===== src/rtl/i2c_arbiter.sv =====
// Two-requester round-robin arbiter in front of a byte-oriented I2C master.
// Each grant runs one address+data exchange, a post-transfer hold and a watchdog.
module i2c_arbiter #(
    parameter int HOLD_CYCLES    = 100,
    parameter int TIMEOUT_CYCLES = 2_000_000
) (
    input  logic        clk,
    input  logic        arstn,
    input  logic [1:0]  req,
    input  logic [13:0] req_addr,
    input  logic [1:0]  req_rnw,
    input  logic [15:0] req_wdata,
    output logic [1:0]  gnt,
    output logic [1:0]  done,
    output logic [7:0]  rdata,
    output logic        timeout,
    output logic        ena_i2c,
    output logic [7:0]  adrr_r_w,
    output logic [7:0]  byte_2_send,
    input  logic [7:0]  byte_received,
    input  logic        end_trans
);

    typedef enum logic [2:0] {
        IDLE      = 3'd0,
        LOAD      = 3'd1,
        WAIT_ADDR = 3'd2,
        WAIT_DATA = 3'd3,
        HOLD      = 3'd4,
        WAIT_FALL = 3'd5,
        DONE      = 3'd6
    } state_t;

    localparam int HW = (HOLD_CYCLES > 1) ? $clog2(HOLD_CYCLES) : 1;
    localparam int WW = (TIMEOUT_CYCLES > 1) ? $clog2(TIMEOUT_CYCLES) : 1;
    localparam logic [HW-1:0] HOLD_LAST = HW'(HOLD_CYCLES - 1);
    localparam logic [WW-1:0] WD_LAST   = WW'(TIMEOUT_CYCLES - 1);

    state_t          state_r;
    state_t          next_state_s;
    logic            end_trans_q_r;
    logic            rise_s;
    logic            active_s;
    logic            wd_expired_s;
    logic            hold_last_s;
    logic [HW-1:0]   hold_cnt_r;
    logic [WW-1:0]   wd_cnt_r;
    logic            winner_s;
    logic            winner_r;
    logic            last_r;
    logic            rnw_r;
    logic [6:0]      sel_addr_s;
    logic            sel_rnw_s;
    logic [7:0]      sel_wdata_s;

    // Edge detect and status decodes
    always_comb begin
        rise_s       = end_trans & ~end_trans_q_r;
        active_s     = (state_r == WAIT_ADDR) || (state_r == WAIT_DATA) ||
                       (state_r == HOLD)      || (state_r == WAIT_FALL);
        wd_expired_s = active_s && (wd_cnt_r == WD_LAST);
        hold_last_s  = (hold_cnt_r == HOLD_LAST);
    end

    // Round-robin pick: last_r names the requester served most recently
    always_comb begin
        winner_s    = 1'b0;
        sel_addr_s  = req_addr[6:0];
        sel_rnw_s   = req_rnw[0];
        sel_wdata_s = req_wdata[7:0];
        if (req == 2'b10) begin
            winner_s = 1'b1;
        end else if (req == 2'b11) begin
            winner_s = ~last_r;
        end else begin
            winner_s = 1'b0;
        end
        if (winner_s) begin
            sel_addr_s  = req_addr[13:7];
            sel_rnw_s   = req_rnw[1];
            sel_wdata_s = req_wdata[15:8];
        end else begin
            sel_addr_s  = req_addr[6:0];
            sel_rnw_s   = req_rnw[0];
            sel_wdata_s = req_wdata[7:0];
        end
    end

    // Next-state logic; watchdog expiry overrides every active-state transition
    always_comb begin
        next_state_s = state_r;
        case (state_r)
            IDLE: begin
                if (req != 2'b00) next_state_s = LOAD;
                else              next_state_s = IDLE;
            end
            LOAD: next_state_s = WAIT_ADDR;
            WAIT_ADDR: begin
                if (wd_expired_s) next_state_s = DONE;
                else if (rise_s)  next_state_s = WAIT_DATA;
                else              next_state_s = WAIT_ADDR;
            end
            WAIT_DATA: begin
                if (wd_expired_s) next_state_s = DONE;
                else if (rise_s)  next_state_s = HOLD;
                else              next_state_s = WAIT_DATA;
            end
            HOLD: begin
                if (wd_expired_s)     next_state_s = DONE;
                else if (hold_last_s) next_state_s = WAIT_FALL;
                else                  next_state_s = HOLD;
            end
            WAIT_FALL: begin
                if (wd_expired_s || !end_trans) next_state_s = DONE;
                else                            next_state_s = WAIT_FALL;
            end
            DONE:    next_state_s = IDLE;
            default: next_state_s = IDLE;
        endcase
    end

    // State register
    always_ff @(posedge clk or negedge arstn) begin
        if (!arstn) state_r <= IDLE;
        else        state_r <= next_state_s;
    end

    // end_trans history for rise detection
    always_ff @(posedge clk or negedge arstn) begin
        if (!arstn) end_trans_q_r <= 1'b0;
        else        end_trans_q_r <= end_trans;
    end

    // Hold and watchdog counters
    always_ff @(posedge clk or negedge arstn) begin
        if (!arstn) begin
            hold_cnt_r <= {HW{1'b0}};
            wd_cnt_r   <= {WW{1'b0}};
        end else begin
            if (state_r == HOLD) hold_cnt_r <= hold_cnt_r + HW'(1);
            else                 hold_cnt_r <= {HW{1'b0}};
            if (state_r == LOAD)  wd_cnt_r <= {WW{1'b0}};
            else if (active_s)    wd_cnt_r <= wd_cnt_r + WW'(1);
            else                  wd_cnt_r <= wd_cnt_r;
        end
    end

    // Grant, transfer registers, I2C enable and completion pulses
    always_ff @(posedge clk or negedge arstn) begin
        if (!arstn) begin
            gnt         <= 2'b00;
            done        <= 2'b00;
            timeout     <= 1'b0;
            ena_i2c     <= 1'b0;
            adrr_r_w    <= 8'h00;
            byte_2_send <= 8'h00;
            rdata       <= 8'h00;
            winner_r    <= 1'b0;
            rnw_r       <= 1'b0;
            last_r      <= 1'b1;
        end else begin
            done    <= 2'b00;
            timeout <= 1'b0;
            case (state_r)
                IDLE: begin
                    if (next_state_s == LOAD) begin
                        winner_r    <= winner_s;
                        gnt         <= winner_s ? 2'b10 : 2'b01;
                        adrr_r_w    <= {sel_addr_s, sel_rnw_s};
                        byte_2_send <= sel_rnw_s ? 8'h00 : sel_wdata_s;
                        rnw_r       <= sel_rnw_s;
                    end
                end
                LOAD: ena_i2c <= 1'b1;
                WAIT_ADDR, WAIT_DATA, HOLD, WAIT_FALL: begin
                    if (next_state_s == DONE) begin
                        ena_i2c <= 1'b0;
                        done    <= gnt;
                        timeout <= wd_expired_s;
                    end else if ((state_r == HOLD) && (next_state_s == WAIT_FALL)) begin
                        ena_i2c <= 1'b0;
                        if (rnw_r) rdata <= byte_received;
                    end
                end
                DONE: begin
                    gnt    <= 2'b00;
                    last_r <= winner_r;
                end
                default: ;
            endcase
        end
    end

endmodule


===== config.mk =====
export PLATFORM = sky130hd
export DESIGN_NAME = i2c_arbiter
export DESIGN_NICKNAME = d
export VERILOG_FILES = /design/src/rtl/i2c_arbiter.sv
export SDC_FILE = /design/constraint.sdc
export NUM_CORES = 1
export LEC_CHECK = 0
export CAP_MARGIN = 20
export CORE_MARGIN = 2
export CORE_UTILIZATION = 55
export CTS_BUF_LIST = sky130_fd_sc_hd__clkbuf_2
export DETAILED_ROUTE_END_ITERATION = 7
export PLACE_DENSITY_LB_ADDON = 0.15
export SLEW_MARGIN = 20
export SYNTH_ARGS = -nofsm -noshare
export SYNTH_HDL_FRONTEND = slang
export SYNTH_SLANG_ARGS = --single-unit

===== constraint.sdc =====
create_clock -name clk -period 4.3 [get_ports clk]
set_clock_uncertainty 0.05 [all_clocks]
set_input_delay 1.075 -clock clk [delete_from_list [all_inputs] [get_ports clk]]
set_output_delay 1.075 -clock clk [all_outputs]
set_load 0.01 [all_outputs]

# Yosys cells after proc, flatten, opt, wreduce, memory -nomap -nowiden
# Cells that the tools add are included.
[op_classes]
add_sub_neg = 2
eq_ne = 15
mux = 28
bitwise_logic = 4
n_reduce_logical = 17
[ops]
columns = ["op", "count"]
rows = [
  ["21-bit two-way mux", 2],
  ["21-bit by 1-bit adder with 21-bit output, second input constant", 1],
  ["21-bit equality test, second input constant", 1],
  ["3-bit case mux with 6 select lines", 1],
  ["8-bit two-way mux", 2],
  ["3-bit equality test, second input constant", 5],
  ["7-bit two-way mux", 2],
  ["2-bit two-way mux", 6],
  ["1-bit two-way mux", 10],
  ["3-bit two-way mux", 3],
  ["2-bit nonzero test", 4],
  ["7-bit by 1-bit adder with 7-bit output, second input constant", 1],
  ["7-bit equality test, second input constant", 1],
  ["3-bit by 1-bit equality test with 1-bit output, second input constant", 2],
  ["3-bit by 2-bit equality test with 1-bit output, second input constant", 2],
  ["2-bit AND reduction", 3],
  ["2-bit equality test, second input constant", 2],
  ["1-bit logical OR", 4],
  ["2-bit case mux with 2 select lines", 1],
  ["4-bit AND reduction", 1],
  ["4-bit OR reduction", 1],
  ["3-bit zero test", 1],
  ["3-bit inequality test, second input constant", 1],
  ["1-bit NOT", 3],
  ["5 further kinds", 6],
]
[word_totals]
ff_bits = 65
output_inout_bits = 30
word_cells = 80

# Longest topological paths before layout
# Gate-level depths: netlist of run 1.
[depth]
word_depth = 13
mapped_depth = 7

# Worst setup path before layout of run 1
# Ideal clock, no wire load.
[synth_path]
path_type = "in2reg"
startpoint = "in req[1]"
endpoint = "reg adrr_r_w[4]"
setup_ps = 135
t_arrival_ps = 2351
required_ps = 4115
slack_ps = 1764
cell_stages = 5
path_buffers = 2
cell_sequence = "a21boi_0 buf_1 buf_1 mux2i_1 o21ai_0"
[synth_between]
elab_chain_len = 5
[synth_lines]
columns = ["element", "line_no", "text"]
rows = [
  ["start: declaration", "9", "input logic [1:0] req,"],
  ["2-bit nonzero test", "94", "if (req != 2'b00) next_state_s = LOAD;"],
  ["1-bit two-way mux", "94", ""],
  ["3-bit case mux with 6 select lines", "92", "case (state_r)"],
  ["3-bit by 1-bit equality test with 1-bit output", "166", "if (next_state_s == LOAD) begin"],
  ["2-bit AND reduction (no line)", "--", ""],
  ["end signal: assignment", "169", "adrr_r_w <= {sel_addr_s, sel_rnw_s};"],
  ["end: declaration", "18", "output logic [7:0] adrr_r_w,"],
]
# Parallel ways exist; a longest one is shown, timed or not.
# A chain may end at the register's enable or synchronous reset.

# Final worst setup path of run 1
[layout_path]
startpoint = "reg adrr_r_w[0]"
endpoint = "out adrr_r_w[0]"
# No word-level cell between the ends.

==> results of run 1 <==
-- layout by cell type (no fill, tap or decap), types with 5 or more instances in the layout --
master / count
o21ai_0: 22
nand2_1: 29
mux2_2: 9
clkbuf_2: 11
a21oi_1: 9
nand4_1: 5
nor3_1: 9
nor2_1: 34
nor4_1: 6
xnor2_1: 13
clkdlybuf4s50_1: 73
dfrtp_1: 63
or2_2: 5
nand3_1: 9
mux2i_1: 21
a221oi_1: 5
xor2_1: 6
-- cell families after synthesis --
kind of cell | after synthesis | share of synthesized area
buffers and inverters | 18 | 0.0235
xor gates and xnor gates | 19 | 0.0538
adders and majority gates | 2 | 0.00809
AOI/OAI and AO/OA | 49 | 0.100
and+or+nand+nor | 120 | 0.195
DFF | 64 | 0.518
muxes | 30 | 0.101
-- registers in the layout, indices dropped and copies added, names as in the netlist --
name           flops
wd_cnt_r          21
byte_2_send        8
ena_i2c            1
last_r             1
adrr_r_w           8
state_r            3
timeout            1
winner_r           1
gnt                2
rdata              8
hold_cnt_r         7
end_trans_q_r      1
done               2
-- cell type report --
| cell class | instances | area [µm²] | area share |
|---|---|---|---|
| Clock buffer | 11 | 55.1 | 0.0137 |
| Clock inverter | 5 | 72.6 | 0.0181 |
| Inverter | 3 | 11.3 | 0.00280 |
| Multi-Input combinational cell | 220 | 1420 | 0.353 |
| Sequential cell | 64 | 1600 | 0.399 |
| Tap cell | 72 | 90.1 | 0.0224 |
| Timing Repair Buffer | 78 | 766 | 0.191 |
-- through the flow --
| step | instance area, µm² | worst slack [ns] | hold slack [ns] |
|---|---|---|---|
| finish | 4020 | 1.64 | 0.450 |
| floorplan | 3090 | 1.76 | 0.391 |
| global placement | 3890 | 1.55 | 0.411 |
| global route | 4020 | 1.50 | 0.477 |
| detailed placement | 3890 | 1.44 | 0.416 |
| CTS | 4020 | 1.61 | 0.456 |
-- where the power goes --
| part | total (W) | switching, W | leakage [nW] | internal [W] |
|---|---|---|---|---|
| Combinational | 0.000627 | 0.000299 | 0.777 | 0.000328 |
| Clock | 0.000401 | 0.000208 | 0.0810 | 0.000193 |
| Sequential | 0.000866 | 0.000140 | 0.826 | 0.000725 |
-- layer usage --
| metal | vias to the layer above | GRT usage | part of all wire |
|---|---|---|---|
| li1 | 1214 | - | - |
| met1 | 1215 | 0.310 | 0.45 |
| met2 | 65 | 0.393 | 0.49 |
| met3 | 11 | 0.0432 | 0.036 |
| met4 | 0 | 0.0897 | 0.016 |
| met5 | - | 0 | 0 |
-- final timing paths --
check | startpoint | to | slack, ns
max reg2reg | state_r[2] | rdata[5] | 1.71
max in group asynchronous | arstn | last_r | 2.87
max | adrr_r_w[0] | adrr_r_w[0] | 1.64
min in group asynchronous | arstn | rdata[3] | 0.54
min reg2reg | adrr_r_w[7] | adrr_r_w[7] | 0.45
min | adrr_r_w[7] | adrr_r_w[7] | 0.45
-- Yosys cell counts (6+ instances only) --
library cell / count
dfrtp_1: 63
mux2i_1: 21
clkbuf_1: 10
a21oi_1: 9
nand3_1: 9
nor3_1: 9
mux2_2: 9
nor2_1: 34
xnor2_1: 13
o21ai_0: 22
nand2_1: 29
nor4_1: 6
xor2_1: 6
==> metrics.md, run 1 <==
| Metric | Value |
|---|---|
| Status | complete, no violations |
| Starting Density | 0.565 |
| Max Cap Viol | 0 |
| Pins over their slew limit | 0 |
| Detailed Place HPWL | 5010 µm |
| First-pass DRT Iterations | 4 |
| Share of the synthesized area in the top cell type | 0.510 |
| Yosys top cell by area | dfrtp_1 |
| Crit path depth | 1 |
| Mapped Cells | 302 |
| Die Wd | 79.0 µm |
| Crit-path max FO | 3 |
| Cts hold-fix bufs | 0 |
| Worst-path clk slew | 0.15 ns |
| Antenna viol nets, final | 0 |
| Critical path class | flip-flop to output port |
| Average size of a mapped cell | 10.2 µm² |
| Min Tclk post-route | 2.66 ns |
| Drt total wl | 6970 µm |
| GP Congestion | 0.779 |
| GRT Util Overall | 0.237 |
| Slew margin rel. | 0.454 |
| Critical Path End Type | output port |
| Yosys synthesis warning count | 0 |
| FFs w/ async S/R, synth | 1.00 |
| Final nets | 423 |
| Clock Tree Root | clkbuf_2 |
| Core Area | 5470 µm² |
| Fmax | 0.377 GHz |
| Hold depth | 2 |
| Post-CTS Setup Inserts | 0 |
| Seq/Total Area, Yosys | 0.518 |
| Post-route setup TNS | 0 ns |
| Placed Cells | 437 |
| Share of cells above drive strength 1 | 0.113 |
| # rows | 27 |
| Die footprint | 6240 µm² |
| Endpoints failing setup | 0 |
| WL per Instance | 15.4 µm |
| PwrDens | 471 nW/µm² |
| Die Y-Extent | 79.0 µm |
| Number of diodes | 0 |
| Hold Path Class | flip-flop to flip-flop |
| Layout Cells excl Fill | 453 |
| Seq cells post-synth | 64 |
| Io pins | 75 |
| CTS max path bufs | 2 |
| CTS resizes | 0 |
| Vias in the first global route | 2449 |
| Drt first-iter violations | 168 |
| Startpoint class of the critical path | flip-flop |
| RSZ-0062 raised after global routing | no |
| Vias | 2505 |
| H-Tree Depth | 3 |
| Worst-margin pin slew | 0.813 ns |
| P&R area growth vs syn | 29.9% |
| Number of flops mapped to enable cells by yosys | 0 |
| Delay-heaviest family, CP | buffers and inverters |
| First-pass GRT wire length | 11500 µm |
| WP data required | 3.17 ns |
| GR Overflow Total | 0 |
| Fill count | 440 |
| Yosys cell types | 43 |
| Peak supply drop | 0.251 mV |
| Antenna violations before repair | 0 |
| Largest cells by area after synthesis | dfrtp_1 (51%), mux2i_1 (6.8%), nor2_1 (4.1%) |
| CTS tree | done |
| IO Port Bufs | 74 |
| Worst path max stage delay | 0.59 ns |
| CP bufs+invs | 1 |
| Worst path cell trace | clkdlybuf4s50_1 |
| Top FF cell, synth | dfrtp_1 |
| Cell area after synthesis | 3090 µm² |
| CTS Sinks | 64 |
| DRC violations left | 0 |
| Final Hold Vio Count | 0 |
| Post-Syn Nets | 349 |
| Post-layout util | 0.734 |
| Fin crit share | 0.618 |
| Reg2Reg Depth | 5 |
| Static Leak | 1.68 nW |
| Num CTS Buffers | 9 |
| Crit path DAT | 1.53 ns |
| Largest net degree at the start of global routing | 29 |
| Post-DR vias/cell | 5.53 |
| Power, Total | 0.00189 W |
| Worst-Skew Late Latency | 0.48 ns |
| Slowest CP cell | clkdlybuf4s50_1 |
Power figures use the tool's default switching activity.
==> run 2, diff against run 1 <==
CORE_UTILIZATION = 51   (was 55)
clock period = 2.6 ns   (was 4.3 ns; I/O delays follow)
==> run 2 against run 1 <==
Net effect:
- non-clock buffer count grew 7
- worst setup slack lost 1.5 ns
- sequential power grew 58%
- combinational power grew 80%
- largest power group unchanged
- via count shrank 0.36%
- sequential cell count is the same
- die area grew 7.4%
- critical endpoint is now rdata[1]
==> metrics.md, run 2 (same netlist as run 1, synthesis figures left out) <==
| Metric | Value |
|---|---|
| Pins over their slew limit | 0 |
| Highest routed metal layer | met4 |
| IO Port Bufs | 74 |
| Worst setup margin | 0.134 ns |
| Commonest cells after routing, fill and taps aside | clkdlybuf4s50_1 (73), dfrtp_1 (63), nor2_1 (34) |
| Share of cells above drive strength 1 | 0.131 |
| Drt total wl | 6820 µm |
| DRC violations left | 0 |
| Crit-path max FO | 8 |
| Vias in the first global route | 2331 |
| Worst path cell trace | nand4_1 > or4_4 > or3_4 > o211ai_4 > mux2_2 |
| WL met3 | 406 µm |
| WP data required | 2.93 ns |
| Layout Cells excl Fill | 463 |
| Static Leak | 1.72 nW |
| Worst path max stage delay | 0.52 ns |
| First-pass DRT Iterations | 4 |
| Crit path DAT | 2.80 ns |
| Post-route setup TNS | 0 ns |
| WL per Instance | 14.7 µm |
| Antenna viol nets, final | 0 |
| Placed Cells | 447 |
| Number of diodes | 0 |
| Final nets | 430 |
| Slowest CP cell | or4_4 |
| Vias | 2496 |
| Core Area | 5890 µm² |
| RSZ-0062 raised after global routing | no |
| CTS resizes | 0 |
| Commonest non-fill, non-tap cell in the layout | clkdlybuf4s50_1 |
| Largest net degree at the start of global routing | 40 |
| Peak supply drop | 0.440 mV |
| Critical path class | flip-flop to flip-flop |
| GR Overflow Total | 0 |
| Io pins | 75 |
| GP Congestion | 0.821 |
| Detailed Place HPWL | 5010 µm |
| Clock Tree Root | clkbuf_2 |
| Worst-Skew Late Latency | 0.49 ns |
| Die Wd | 81.9 µm |
| Worst-margin pin slew | 0.590 ns |
| Hold Path Class | primary input to async pin |
| Max Cap Viol | 0 |
| R2R Setup Slk | 0.13 ns |
| Final Hold Vio Count | 0 |
| Die Y-Extent | 81.9 µm |
| Fmax | 0.406 GHz |
| Startpoint class of the critical path | flip-flop |
| P&R area growth vs syn | 32.6% |
| Cts hold-fix bufs | 0 |
| Num CTS Buffers | 9 |
| CTS max path bufs | 2 |
| Delay-heaviest family, CP | simple AND/OR/NAND/NOR gates |
| Post-layout util | 0.697 |
| GRT Util Overall | 0.212 |
| Most flop-heavy register | wd_cnt_r |
| Status | complete, no violations |
| Starting Density | 0.525 |
| First-pass GRT wire length | 10700 µm |
| PwrDens | 779 nW/µm² |
| Slew margin rel. | 0.607 |
| Die footprint | 6700 µm² |
| Fin crit share | 0.948 |
| Metal1 wirelength | 3000 µm |
| Largest register FFs | 21 |
| Drt first-iter violations | 108 |
| Critical Path End Type | flip-flop |
| Worst-path clk slew | 0.20 ns |
| Pre-CTS worst setup slack | 0.187 ns |
| Antenna violations before repair | 0 |
| H-Tree Depth | 3 |
| Post-CTS Setup Inserts | 0 |
| Min Tclk post-route | 2.47 ns |
| CTS tree | done |
| CTS Sinks | 64 |
| CP bufs+invs | 0 |
| # rows | 28 |
| Endpoints failing setup | 0 |
| Post-DR vias/cell | 5.39 |
| Met2 Wirelength | 3310 µm |
-- run 2: metal layers --
layer,vias up,track usage
met5,-,0
met1,1191,0.272
met3,9,0.0538
li1,1231,-
met2,65,0.346
met4,0,0.0750
-- run 2: area by class of cell --
| cell class | instances | area, µm² |
|---|---|---|
| fillers | 463 | 1790 |
| flip-flops and latches | 64 | 1600 |
| multi-input cells | 220 | 1420 |
| repair buffers | 85 | 831 |
| clock inverters | 7 | 96.3 |
| well taps | 75 | 93.8 |
| clock buffers | 9 | 45.0 |
| inverters | 3 | 11.3 |
-- run 2: power breakdown --
part	switching (W)	total, W	internal [W]
clock	0.000375	0.000692	0.000318
sequential	0.000174	0.00137	0.00120
combinational	0.000548	0.00113	0.000577
total	0.00110	0.00319	0.00210
-- run 2: final timing paths --
kind | endpoint | from | cells past startpoint
max | rdata[1] | wd_cnt_r[15] | 5
min | state_r[0] | arstn | 1
max reg2reg | rdata[1] | wd_cnt_r[15] | 5
min reg2reg | hold_cnt_r[0] | hold_cnt_r[0] | 1
max in group asynchronous | byte_2_send[5] | arstn | 2
min in group clk | hold_cnt_r[0] | hold_cnt_r[0] | 1
-- run 2: per-stage QoR --
step	area [µm²]	power (W)	hold slack, ns
6_report	4100	0.00319	0.0733
3_3_place_gp	3960	0.00249	0.409
3_5_place_dp	3960	0.00252	0.417
4_1_cts	4100	0.00322	0.0796
2_1_floorplan	3090	0.00199	0.304
5_1_grt	4100	0.00340	0.0886
-- run 2: worst reg2reg max path: stages (launching register included) --
cell	delay [ns]
dfrtp_1	0.48
nand4_1	0.15
or4_4	0.52
or3_4	0.43
o211ai_4	0.34
mux2_2	0.39
